===== src/rtl/cp_pkg.sv =====
// Shared types and helpers for the convolution control-path sequencer.
package cp_pkg;

  typedef enum logic [2:0] {
    StIdle    = 3'd0,
    StWeights = 3'd1,
    StData    = 3'd2,
    StResult  = 3'd3,
    StDone    = 3'd4
  } cp_state_e;

  // A zero count means one; anything above the maximum saturates to it.
  function automatic int unsigned clamp_cfg(input int unsigned val, input int unsigned max_val);
    if (val == 0) return 1;
    if (val > max_val) return max_val;
    return val;
  endfunction

endpackage


===== src/rtl/cp_watchdog.sv =====
// Per-state cycle counter that pulses timeout_o in its last permitted cycle.
module cp_watchdog #(
  parameter int unsigned TIMEOUT_CYCLES = 1024,
  localparam int unsigned CntW = (TIMEOUT_CYCLES > 1) ? $clog2(TIMEOUT_CYCLES) : 1
) (
  input  logic clock,
  input  logic reset,
  input  logic clear_i,
  input  logic enable_i,
  output logic timeout_o
);

  localparam logic [CntW-1:0] Last = CntW'((TIMEOUT_CYCLES > 0) ? TIMEOUT_CYCLES - 1 : 0);

  logic [CntW-1:0] cnt_q, cnt_d;

  always_comb begin
    cnt_d = cnt_q;
    if (clear_i || !enable_i) begin
      cnt_d = '0;
    end else if (cnt_q != Last) begin
      cnt_d = cnt_q + CntW'(1);
    end
  end

  always_ff @(posedge clock or posedge reset) begin
    if (reset) begin
      cnt_q <= '0;
    end else begin
      cnt_q <= cnt_d;
    end
  end

  assign timeout_o = (TIMEOUT_CYCLES != 0) && enable_i && (cnt_q == Last);

endmodule


===== src/rtl/cp_sequencer.sv =====
// Sequences WEIGHTS -> DATA -> RESULT over configurable blocks and channels,
// with edge-triggered start, abort, continuous mode and a watchdog.
module cp_sequencer
  import cp_pkg::*;
#(
  parameter int unsigned MAX_BLOCKS     = 16,
  parameter int unsigned MAX_CHANNELS   = 8,
  parameter int unsigned TIMEOUT_CYCLES = 1024,
  parameter int unsigned BLK_W          = $clog2(MAX_BLOCKS + 1),
  parameter int unsigned CH_W           = $clog2(MAX_CHANNELS + 1),
  localparam int unsigned BIdxW = (MAX_BLOCKS > 1) ? $clog2(MAX_BLOCKS) : 1,
  localparam int unsigned CIdxW = (MAX_CHANNELS > 1) ? $clog2(MAX_CHANNELS) : 1
) (
  input  logic             clock,
  input  logic             reset,
  input  logic             enable_i,
  input  logic             cont_mode_i,
  input  logic [BLK_W-1:0] cfg_blocks_i,
  input  logic [CH_W-1:0]  cfg_channels_i,
  input  logic             weights_pulled_i,
  input  logic             data_sent_i,
  input  logic             result_done_i,
  output logic             weights_o,
  output logic             data_o,
  output logic             result_o,
  output logic [BIdxW-1:0] block_idx_o,
  output logic [CIdxW-1:0] chan_idx_o,
  output logic             image_done_o,
  output logic             busy_o,
  output logic             error_o
);

  cp_state_e        state_q, state_d;
  logic [BIdxW-1:0] blk_q, blk_d, last_blk_q, last_blk_d, lat_blk;
  logic [CIdxW-1:0] ch_q, ch_d, last_ch_q, last_ch_d, lat_ch;
  logic             error_q, error_d;
  logic             enable_q;
  logic             weights_q, weights_d, data_q, data_d, result_q, result_d;
  logic             done_q, done_d, busy_q, busy_d;
  logic             start, in_hs, timeout;

  assign start   = enable_i & ~enable_q;
  assign in_hs   = (state_q == StWeights) || (state_q == StData) || (state_q == StResult);
  // Stored as last index so the compare needs no extra bit.
  assign lat_blk = BIdxW'(clamp_cfg(32'(cfg_blocks_i), MAX_BLOCKS) - 1);
  assign lat_ch  = CIdxW'(clamp_cfg(32'(cfg_channels_i), MAX_CHANNELS) - 1);

  cp_watchdog #(
    .TIMEOUT_CYCLES(TIMEOUT_CYCLES)
  ) u_watchdog (
    .clock    (clock),
    .reset    (reset),
    .clear_i  (state_d != state_q),
    .enable_i (in_hs),
    .timeout_o(timeout)
  );

  always_ff @(posedge clock or posedge reset) begin
    if (reset) begin
      state_q    <= StIdle;
      blk_q      <= '0;
      ch_q       <= '0;
      last_blk_q <= '0;
      last_ch_q  <= '0;
      error_q    <= 1'b0;
      enable_q   <= 1'b0;
      weights_q  <= 1'b0;
      data_q     <= 1'b0;
      result_q   <= 1'b0;
      done_q     <= 1'b0;
      busy_q     <= 1'b0;
    end else begin
      state_q    <= state_d;
      blk_q      <= blk_d;
      ch_q       <= ch_d;
      last_blk_q <= last_blk_d;
      last_ch_q  <= last_ch_d;
      error_q    <= error_d;
      enable_q   <= enable_i;
      weights_q  <= weights_d;
      data_q     <= data_d;
      result_q   <= result_d;
      done_q     <= done_d;
      busy_q     <= busy_d;
    end
  end

  always_comb begin
    state_d    = state_q;
    blk_d      = blk_q;
    ch_d       = ch_q;
    last_blk_d = last_blk_q;
    last_ch_d  = last_ch_q;
    error_d    = error_q;
    // Abort outranks handshakes and the watchdog in every handshake state.
    if (in_hs && !enable_i) begin
      state_d = StIdle;
      blk_d   = '0;
      ch_d    = '0;
    end else begin
      case (state_q)
        StIdle: begin
          if (start) begin
            state_d    = StWeights;
            last_blk_d = lat_blk;
            last_ch_d  = lat_ch;
            error_d    = 1'b0;
            blk_d      = '0;
            ch_d       = '0;
          end
        end
        StWeights: begin
          if (weights_pulled_i) state_d = StData;
          else if (timeout) begin
            state_d = StIdle;
            error_d = 1'b1;
            blk_d   = '0;
            ch_d    = '0;
          end
        end
        StData: begin
          if (data_sent_i) state_d = StResult;
          else if (timeout) begin
            state_d = StIdle;
            error_d = 1'b1;
            blk_d   = '0;
            ch_d    = '0;
          end
        end
        StResult: begin
          if (result_done_i) begin
            if (blk_q < last_blk_q) begin
              blk_d   = blk_q + BIdxW'(1);
              state_d = StData;
            end else if (ch_q < last_ch_q) begin
              ch_d    = ch_q + CIdxW'(1);
              blk_d   = '0;
              state_d = StWeights;
            end else begin
              state_d = StDone;
            end
          end else if (timeout) begin
            state_d = StIdle;
            error_d = 1'b1;
            blk_d   = '0;
            ch_d    = '0;
          end
        end
        StDone: begin
          blk_d = '0;
          ch_d  = '0;
          if (cont_mode_i && enable_i) begin
            state_d    = StWeights;
            last_blk_d = lat_blk;
            last_ch_d  = lat_ch;
          end else begin
            state_d = StIdle;
          end
        end
        default: begin
          state_d = StIdle;
          blk_d   = '0;
          ch_d    = '0;
        end
      endcase
    end
  end

  // Outputs are decoded from the next state so they register alongside it.
  always_comb begin
    weights_d = (state_d == StWeights);
    data_d    = (state_d == StData);
    result_d  = (state_d == StResult);
    done_d    = (state_d == StDone);
    busy_d    = (state_d != StIdle);
  end

  assign weights_o    = weights_q;
  assign data_o       = data_q;
  assign result_o     = result_q;
  assign image_done_o = done_q;
  assign busy_o       = busy_q;
  assign error_o      = error_q;
  assign block_idx_o  = blk_q;
  assign chan_idx_o   = ch_q;

endmodule

===== config.mk =====
export PLATFORM = sky130hd
export DESIGN_NAME = cp_sequencer
export DESIGN_NICKNAME = d
export VERILOG_FILES = /design/src/rtl/cp_pkg.sv /design/src/rtl/cp_watchdog.sv /design/src/rtl/cp_sequencer.sv
export SDC_FILE = /design/constraint.sdc
export NUM_CORES = 1
export LEC_CHECK = 0
export BUFFER_PORTS_ARGS = -buffer_cell sky130_fd_sc_hd__buf_4
export CAP_MARGIN = 5
export CELL_PAD_IN_SITES_DETAIL_PLACEMENT = 0
export CELL_PAD_IN_SITES_GLOBAL_PLACEMENT = 1
export CORE_MARGIN = 2
export CORE_UTILIZATION = 48
export CTS_CLUSTER_SIZE = 25
export DETAILED_ROUTE_END_ITERATION = 12
export GPL_TIMING_DRIVEN = 1
export PLACE_DENSITY = 0.95
export SYNTH_ARGS = -nofsm -noshare
export SYNTH_HDL_FRONTEND = slang
export SYNTH_SLANG_ARGS = --single-unit

===== constraint.sdc =====
create_clock -name clock -period 5.6 [get_ports clock]
set_clock_uncertainty 0.15 [all_clocks]
set_input_delay 1.4 -clock clock [delete_from_list [all_inputs] [get_ports clock]]
set_output_delay 1.4 -clock clock [all_outputs]
set_load 0.01 [all_outputs]

-- Word-level counts from Yosys, hierarchy flattened
Cells that the tools add are included.
- flip-flop bits (word level): 34
- bits in latches: 0
- memory bits (writable): 0
- ROM bits: 0
- bits of input ports: 16
- output and inout bits: 13
- logic and storage cells: 122
- memories kept: 0
- add/sub/neg operators: 5
- multiply operators: 0
- div/mod/pow operators: 0
- $lt $le $gt $ge: 4
- eq/ne operators: 22
- shifts and indexed selects: 0
- mux-type cells: 56
- bitwise gates (word level): 3
- reductions and logical operators: 19
- operator list (operator ; count):
    two-way mux 3 bit ; 20
    two-way mux 4 bit ; 12
    two-way mux 10 bit ; 2
    two-way mux 1 bit ; 16
    case mux 4 bit (4 select lines) ; 1
    case mux 3 bit (5 select lines) ; 1
    equality test 3 x 2 -> 1 bit (second input constant) ; 4
    case mux 3 bit (4 select lines) ; 1
    adder 10 x 1 -> 10 bit (second input constant) ; 1
    equality test 10 bit (second input constant) ; 1
    inequality test 10 bit (second input constant) ; 1
    inequality test 2 bit (second input constant) ; 5
    case mux 4 bit (2 select lines) ; 1
    AND reduction 4 bit ; 2
    equality test 3 x 1 -> 1 bit (second input constant) ; 2
    equality test 3 bit (second input constant) ; 2
    inequality test 3 x 2 -> 1 bit (second input constant) ; 2
    case mux 3 bit (2 select lines) ; 1
    AND reduction 6 bit ; 1
    greater-than comparator 5 bit (second input constant) ; 1
    logical NOT 5 bit ; 1
    inequality test 5 x 2 -> 1 bit (second input constant) ; 1
    AND reduction 5 bit ; 1
    adder 4 x 1 -> 4 bit (second input constant) ; 1
    other kinds (21) ; 28

-- Depth between registers and ports, before layout
Gate-level depths: netlist (run 1).
- depth after elaboration: 11
- depth in mapped cells: 9

-- Cells and area by module
From an unflattened synthesis (run 1), not the netlist that was laid out.
- cell total of the unflattened synthesis: 237
- area, all modules: 2167.1 um^2
- modules (own cells, without submodules) (module ; times used ; cells each ; area an instance (um^2)):
    cp_sequencer ; 1 ; 174 ; 1591.5
    cp_watchdog ; 1 ; 63 ; 575.6

-- Worst setup path before layout (run 1)
No wires, ideal clock.
- path type: in2reg
- from: in result_done_i
- to: reg u_watchdog.cnt_q[2]
- arrival time: 2.749 ns
- path slack: 2.605 ns
- cell stages on the path: 6
- buffers on the path: 1
- path through: and4b_2 -> nor3b_1 -> o2bb2ai_4 -> xnor2_2 -> buf_6 -> nor4_2
- cells in the longest elaborated chain, start to end: 6
- ends and longest elaborated chain (what ; RTL line ; RTL):
    from (decl) ; cp_sequencer.sv:22 ; input logic result_done_i,
    two-way mux 3 bit * ; cp_sequencer.sv:131 ; if (result_done_i) begin
    case mux 3 bit (5 select lines) * ; cp_sequencer.sv:101 ; case (state_q)
    two-way mux 3 bit * ; cp_sequencer.sv:96 ; if (in_hs && !enable_i) begin
    inequality test 3 bit * ; cp_sequencer.sv:53 ; .clear_i (state_d != state_q),
    logical OR 1 bit * ; cp_watchdog.sv:19 ; if (clear_i || !enable_i) begin
    two-way mux 10 bit or nonzero test 2 bit (tied branches) ; - ;
    to (signal assigned) ; cp_watchdog.sv:30 ; cnt_q <= cnt_d;
    to (decl) ; cp_watchdog.sv:15 ; logic [CntW-1:0] cnt_q, cnt_d;
Mark *: on every way between the ends. The rest lies on a longest branch, timed or not.
A chain may end at the register's enable or synchronous reset.

-- Worst setup path after layout (run 1)
- from: in cont_mode_i
- to: reg u_watchdog.cnt_q[3]
- cells in the longest elaborated chain, start to end: 7
- ends and longest elaborated chain (what ; RTL line ; RTL):
    from (decl) ; cp_sequencer.sv:17 ; input logic cont_mode_i,
    logical AND 1 bit * ; cp_sequencer.sv:152 ; if (cont_mode_i && enable_i) begin
    two-way mux 1 bit * ; cp_sequencer.sv:152 ;
    case mux 3 bit (5 select lines) * ; cp_sequencer.sv:101 ;
    two-way mux 3 bit * ; cp_sequencer.sv:96 ;
    inequality test 3 bit * ; cp_sequencer.sv:53 ;
    logical OR 1 bit * ; cp_watchdog.sv:19 ;
    two-way mux 10 bit or nonzero test 2 bit (tied branches) ; - ;
Marked as above.

==> results.md, run 1 <==
- YS warnings: 0
- Pwr Total: ~0.00088 W
- Hold Buf Count CTS: 0
- Dominant cells by area after synthesis: dfrtp_1 41%, ha_1 6.1%, nor2_1 3.5%
- Max H-tree Level: 2
- Crit path arrival time: about 3.2 ns
- Worst slew pin tran: around 0.63 ns
- Worst skew pair latency: 0.28 ns
- Area leader, netlist: dfrtp_1
- Clk pwr share: about a quarter
- Final Hold Fails: 0
- Syn Inst Count: slightly above 200
- Layout area overhead: 17.3%
- Peak Freq: about 0.32 GHz
- Vias post-DR: 1591
- GR Util All Layers: about a fifth
- Relative slew margins: about 58%
- Hold path startpoint: last_ch_q[1]$_DFFE_PP0P_
- FF+latch count, synth: 34
- Row cnt: 23
- Worst EP required: 5.64 ns
- Crit share post-route: a little under three fifths
- EDFF count, synth: 0
- Vias in the first global route: about 1600
- Sequential share of the synthesized area: about two fifths
- IO Pins: 29
- Critical Path Start Type: input port
- Antenna violations before repair: 0
- Largest net degree at the start of global routing: 35
- Port Buf Inserts: 28
- Initial Utilization: 50.5%
- Psw: between 0.0003 and 0.0004 W
- Postcts setup bufs: 0
- Peak supply drop: around 0.16 mV
- Routed wire length: between 4000 and 5000 microns
- Nets: about 260
- Max Cap Viol: 0
- Placed insts: ~280
- Worst setup EP type: register
- CTS tree: done
- Flop2flop setup slack: between 2 and 3 ns
- Internal power: about 0.00056 W
- Drt initial violations: 133
- Most frequent cell after synthesis: dfrtp_1
- Netlist cell types: 56
- Max Fanout on Critical Path: 13
- Post-synthesis cell area: between 2000 and 2500 sq um
- Top cells by count, synth: 34 x dfrtp_1, 19 x nor2_1, 14 x inv_1
- First-pass GRT wire length: around 7300 microns
- Final std cells w/o fill: 284
- Leak: approximately 1.2 nW
- Yosys top cell area share: between 40% and 50%
- Syn_nets: around 230
- Gp weighted congestion: around 0.83
- Total gr overflow: 0
- Final setup vio count: 0
- Pre-CTS WS: between 2 and 2.5 ns
- Asr flop ratio synth: between 90% and 100%
- RSZ-0062 raised after global routing: false
- Critical R2R Capture: chan_idx_o[2]$_DFFE_PP0P_
- Layout cell share with drive strength beyond 1: approximately a quarter
- PnR worst setup slack: about 2.4 ns
- Switching Fraction: 36.7%
- TritonCTS Buffers: 5
- Core Area: roughly 4000 sq um
- Syn Area/Cell: between 10 and 15 sq um
- Dpl hpwl: 3060 microns
- CTS Buffer Depth: 2
- Hold Path Stages: 2
- Antenna diodes: 0
- Main flop type after synthesis: dfrtp_1
- DIE AREA: 4810 sq um
- Routed Antenna Nets: 0
- Reg2reg path depth: 7
- Setup Crit Path Kind: in2reg
- Die height: approximately 69 microns
- Hold Path Class: reg2reg
- PwrDens: roughly 370 nW/um^2
- Routed len/inst: about 14 microns
- Fin crit period: 3.17 ns
- R2r startpoint: block_idx_o[2]$_DFFE_PP0P_
- Setup TNS: 0 ns
- Status: completed
- Die W: approximately 69 microns
- Clk root buf: clkbuf_8
- Drc violations: 0
- Final core occ: roughly three fifths
- Hold path endpoint: last_ch_q[1]$_DFFE_PP0P_
- Post-cts resize count: 0
- Register share of total power: between 30 and 40%
- Combinational share of power: 38.5%
- First-pass DRT Iterations: 5
- Sink Count: 34
- Vias per cell: 5.60
- Max Slew Vio Count: 0
- Reg clk slew, reported paths: about 0.070 ns
## routing by layer
| layer | share of wire [%] | global-route usage [%] | up-vias |
|---|---|---|---|
| met5 | 0 | 0 | - |
| met4 | 0.88 | 5.23 | 0 |
| met3 | 4.4 | 4.36 | 4 |
| met2 | 49 | 31.5 | 36 |
| met1 | 45 | 24.5 | 764 |
| li1 | - | - | 787 |
## flip-flops by register name, summed over array words and instances (netlist names), 3 cells and up
register and count:
block_idx_o 4, chan_idx_o 3, last_blk_q 4, last_ch_q 3
state_q 3, u_watchdog.cnt_q 10
## logic make-up (layout without fill, tap and decap cells)
| logic type | Yosys count | in the layout | synth area share [%] |
|---|---|---|---|
| flip-flops | 34 | 34 | 41.5 |
| AND/OR/NAND/NOR | 84 | 84 | 24.6 |
| adder cells (fa/ha/maj) | 10 | 10 | 6.10 |
| buffers and inverters | 19 | 51 | 4.27 |
| multiplexers | 5 | 5 | 2.75 |
| AO/OA/AOI/OAI | 42 | 42 | 17.0 |
| XOR/XNOR | 8 | 8 | 3.78 |
## layout make-up
cell class	count	area, sq um
clock buffer	5	68.8
clock inverter	3	40.0
fill	376	1650
inverter	14	52.6
multi-input combinational	149	1110
sequential	34	851
tap	50	62.6
timing repair buffer	29	218
## worst max path at each step
stage,cells past startpoint,startpoint,endpoint
after floorplan,6,result_done_i,u_watchdog.cnt_q[2]$_DFFE_PP0P_
after global placement,7,cont_mode_i,u_watchdog.cnt_q[3]$_DFFE_PP0P_
after detailed placement,7,cont_mode_i,u_watchdog.cnt_q[3]$_DFFE_PP0P_
after CTS,7,cont_mode_i,u_watchdog.cnt_q[3]$_DFFE_PP0P_
after global routing,7,cont_mode_i,u_watchdog.cnt_q[3]$_DFFE_PP0P_
final,7,cont_mode_i,u_watchdog.cnt_q[3]$_DFFE_PP0P_
## placed cells by master, fill, tap and decap left out, types with 3 or more instances in the layout
master and count:
dfrtp_1 34, buf_4 29, nor2_1 19, inv_1 14, nor3_1 12, nand2_1 10, o21ai_0 10, nand3_1 10
ha_1 10, a21oi_1 7, nand2b_1 6, xnor2_1 6, nor2b_1 5, clkbuf_8 5, and2_1 3, a21o_1 3
and3_1 3
## power groups by stage
stage	clock network [W]	logic, W	registers, W
floorplan	0	0.000270	0.000321
global placement	0	0.000332	0.000327
detailed placement	0	0.000339	0.000329
CTS	0.000223	0.000342	0.000325
global route	0.000238	0.000385	0.000331
finish	0.000217	0.000338	0.000324
## worst max-delay path: stages
cell       delay (ns)
buf_4            0.10
and2_1           0.15
o211ai_2         0.53
o311ai_4         0.24
o2bb2ai_4        0.24
xnor2_2          0.22
nor4b_2          0.33
## stage by stage
stage	instance area [sq um]	hold slack, ns
6_report	2400	0.348
5_1_grt	2400	0.372
4_1_cts	2400	0.355
3_5_place_dp	2300	0.331
3_3_place_gp	2300	0.320
2_1_floorplan	2050	0.300
Note: power is estimated with default switching activity, not from simulation.
==> run 2: changes to the inputs <==
Settings changed: CORE_UTILIZATION 48 to 44, PLACE_DENSITY 0.95 to 0.89.
Clock period 5.6 ns to 2.98 ns, I/O delays scaled along.
==> run 2 against run 1 <==
Against the previous run:
- die area grew 8.6%
- setup slack lost 2.2 ns
- register-to-register slack lost 2.5 ns
- via count shrank 1.1%
- critical path depth is 1 higher
- highest routed layer unchanged
- clock-buffer cell count increased by 2
- hold slack got worse by 0.014 ns
- global-route usage down 0.28 points
- first-iteration DRC count shrank 30%
==> results.md, run 2 (synthesis gave the netlist of run 1 again) <==
- Cell Area, Placed: 2310 sq um (+0.76%)
- PnR worst setup slack: 0.246 ns (-2.19 ns)
- Critical R2R Capture: u_watchdog.cnt_q[2]$_DFFE_PP0P_
- Max reg flops: 10 (unchanged)
- Reg with most FFs: u_watchdog.cnt_q
- Crit. Startpoint: block_idx_o[1]$_DFFE_PP0P_
- Max Slew Vio Count: 0 (unchanged)
- R2r startpoint: block_idx_o[1]$_DFFE_PP0P_
- Layout cell share with drive strength beyond 1: 23.7% (+0.22 points)
- Fin crit period: approximately 2.7 ns
- Layout area overhead: 17.3% (unchanged)
- GR Util All Layers: 18.6% (-0.28 points)
- Vias post-DR: 1573 (-1.1%)
- Nets: 261 (+0.77%)
- Routed len/inst: 14.2 microns (-0.78%)
- Crit path arrival time: 2.78 ns (-0.42 ns)
- IO Pins: 29 (unchanged)
- Antenna diodes: 0 (unchanged)
- Max Fanout on Critical Path: 11 (-2)
- Pre-CTS WS: 0.320 ns (-1.80 ns)
- First-pass DRT Iterations: 4 (-1)
- PwrDens: 670 nW/um^2 (+83%)
- Postcts setup bufs: 0 (unchanged)
- CTS tree: done
- Core Area: 4410 sq um (+8.8%)
- Max Cap Viol: 0 (unchanged)
- Worst EP required: 3.02 ns (-2.62 ns)
- Gp weighted congestion: 0.855 (+2.8%)
- Vias in the first global route: 1582 (-2.3%)
- Setup TNS: 0 ns (unchanged)
- Worst setup EP type: register
- Worst skew pair latency: 0.29 ns (about the same)
- Initial Utilization: 46.5% (-4.1 points)
- First-pass GRT wire length: 7530 microns (+2.8%)
- Peak Freq: ~0.37 GHz
- CTS Buffer Depth: 2 (unchanged)
- Routed Antenna Nets: 0 (unchanged)
- Final setup vio count: 0 (unchanged)
- Row cnt: 24 (+4.3%)
- Post-cts resize count: 0 (unchanged)
- Total gr overflow: 0 (unchanged)
- Largest net degree at the start of global routing: 35 (unchanged)
- Setup Crit Path Kind: reg2reg
- Die height: 72.3 microns (+4.2%)
- Final instance area: 2400 sq um (unchanged)
- Hold Path Stages: 2 (unchanged)
- Drt initial violations: 93 (-30%)
- Routed wire length: 4100 microns (+0.61%)
- Flop2flop setup slack: 0.25 ns (-2.54 ns)
- Setup crit end: u_watchdog.cnt_q[2]$_DFFE_PP0P_
- Commonest non-fill, non-tap cell in the layout: dfrtp_1
- Critical Path Start Type: register
- Vias per cell: 5.46 (-2.5%)
- RSZ-0062 raised after global routing: false
- Crit share post-route: about nine tenths
- Clk root buf: clkbuf_8
- Drc violations: 0 (unchanged)
- Status: completed
- Antenna violations before repair: 0 (unchanged)
- Max H-tree Level: 2 (unchanged)
- Peak supply drop: 0.259 mV (+65%)
- Worst slew pin tran: 0.657 ns (+0.0254 ns)
- Hold Buf Count CTS: 0 (unchanged)
- Reg clk slew, reported paths: 0.07 ns (about the same)
- Sink Count: 34 (unchanged)
- Leak: 1.17 nW (about the same)
- Hold Path Class: reg2reg
- Die W: 72.3 microns (+4.2%)
- DIE AREA: 5220 sq um (+8.6%)
- Final Hold Fails: 0 (unchanged)
- Port Buf Inserts: 28 (unchanged)
- Dpl hpwl: 3130 microns (+2.3%)
- Most frequent cells in the layout: 34 x dfrtp_1, 31 x buf_4, 19 x nor2_1, 14 x inv_1, 12 x nor3_1
- Reg2reg path depth: 8 (+1)
- TritonCTS Buffers: 5 (unchanged)
- Relative slew margins: 56.1% (-1.6 points)
==> run 2: cell count changes in the layout (fill, tap and decap cells not counted), sizes merged <==
| cell | change |
|---|---|
| clkinv | -1 |
| clkbuf | +2 |
| bufinv | -1 |
| buf | +2 |
==> run 2: cell type report <==
type	instances	area [sq um]
Fill cell	401	2010
Multi-Input combinational cell	149	1110
Sequential cell	34	851
Timing Repair Buffer	31	233
Clock buffer	7	86.3
Tap cell	52	65.1
Inverter	14	52.6
Clock inverter	1	5.00
==> run 2: stage by stage <==
| step | hold WS [ns] | cells | total power (W) | utilization (%) |
|---|---|---|---|---|
| finish | 0.334 | 288 | 0.00161 | 54.5 |
| global route | 0.388 | 288 | 0.00174 | 54.5 |
| CTS | 0.340 | 288 | 0.00162 | 54.5 |
| detailed placement | 0.324 | 280 | 0.00127 | 52.4 |
| global placement | 0.317 | 280 | 0.00126 | 52.4 |
| floorplan | 0.300 | 202 | 0.00111 | - |
==> run 2: worst min path at each step <==
stage / endpoint / start / slack (ns)
final: last_ch_q[1]$_DFFE_PP0P_ / last_ch_q[1]$_DFFE_PP0P_ / 0.33
after floorplan: last_blk_q[1]$_DFFE_PP0P_ / last_blk_q[1]$_DFFE_PP0P_ / 0.30
after CTS: last_ch_q[1]$_DFFE_PP0P_ / last_ch_q[1]$_DFFE_PP0P_ / 0.34
after global placement: last_ch_q[1]$_DFFE_PP0P_ / last_ch_q[1]$_DFFE_PP0P_ / 0.32
after detailed placement: last_ch_q[1]$_DFFE_PP0P_ / last_ch_q[1]$_DFFE_PP0P_ / 0.32
after global routing: last_blk_q[1]$_DFFE_PP0P_ / last_blk_q[1]$_DFFE_PP0P_ / 0.39
==> run 2: routing by layer <==
metal	up-vias	GRT usage [%]	part of all wire, %
li1	800	-	-
met1	746	25.8	47
met2	22	28.6	48
met3	5	4.44	3.4
met4	0	6.29	0.98
met5	-	0	0
==> run 2: critical path, cell delays in order, from the launching register on <==
cell       delay [ns]
dfrtp_1          0.44
ha_1             0.31
o211ai_1         0.17
o21a_1           0.25
nor3b_1          0.57
o2bb2ai_4        0.14
xnor2_2          0.15
buf_4            0.18
nor4_2           0.27
==> run 2: where the power goes <==
group          internal (W)  leakage [nW]  switching, W
clock              0.000186        0.0482      0.000166
combinational      0.000272         0.675      0.000377
sequential         0.000547         0.447     0.0000630
total               0.00101          1.17      0.000606
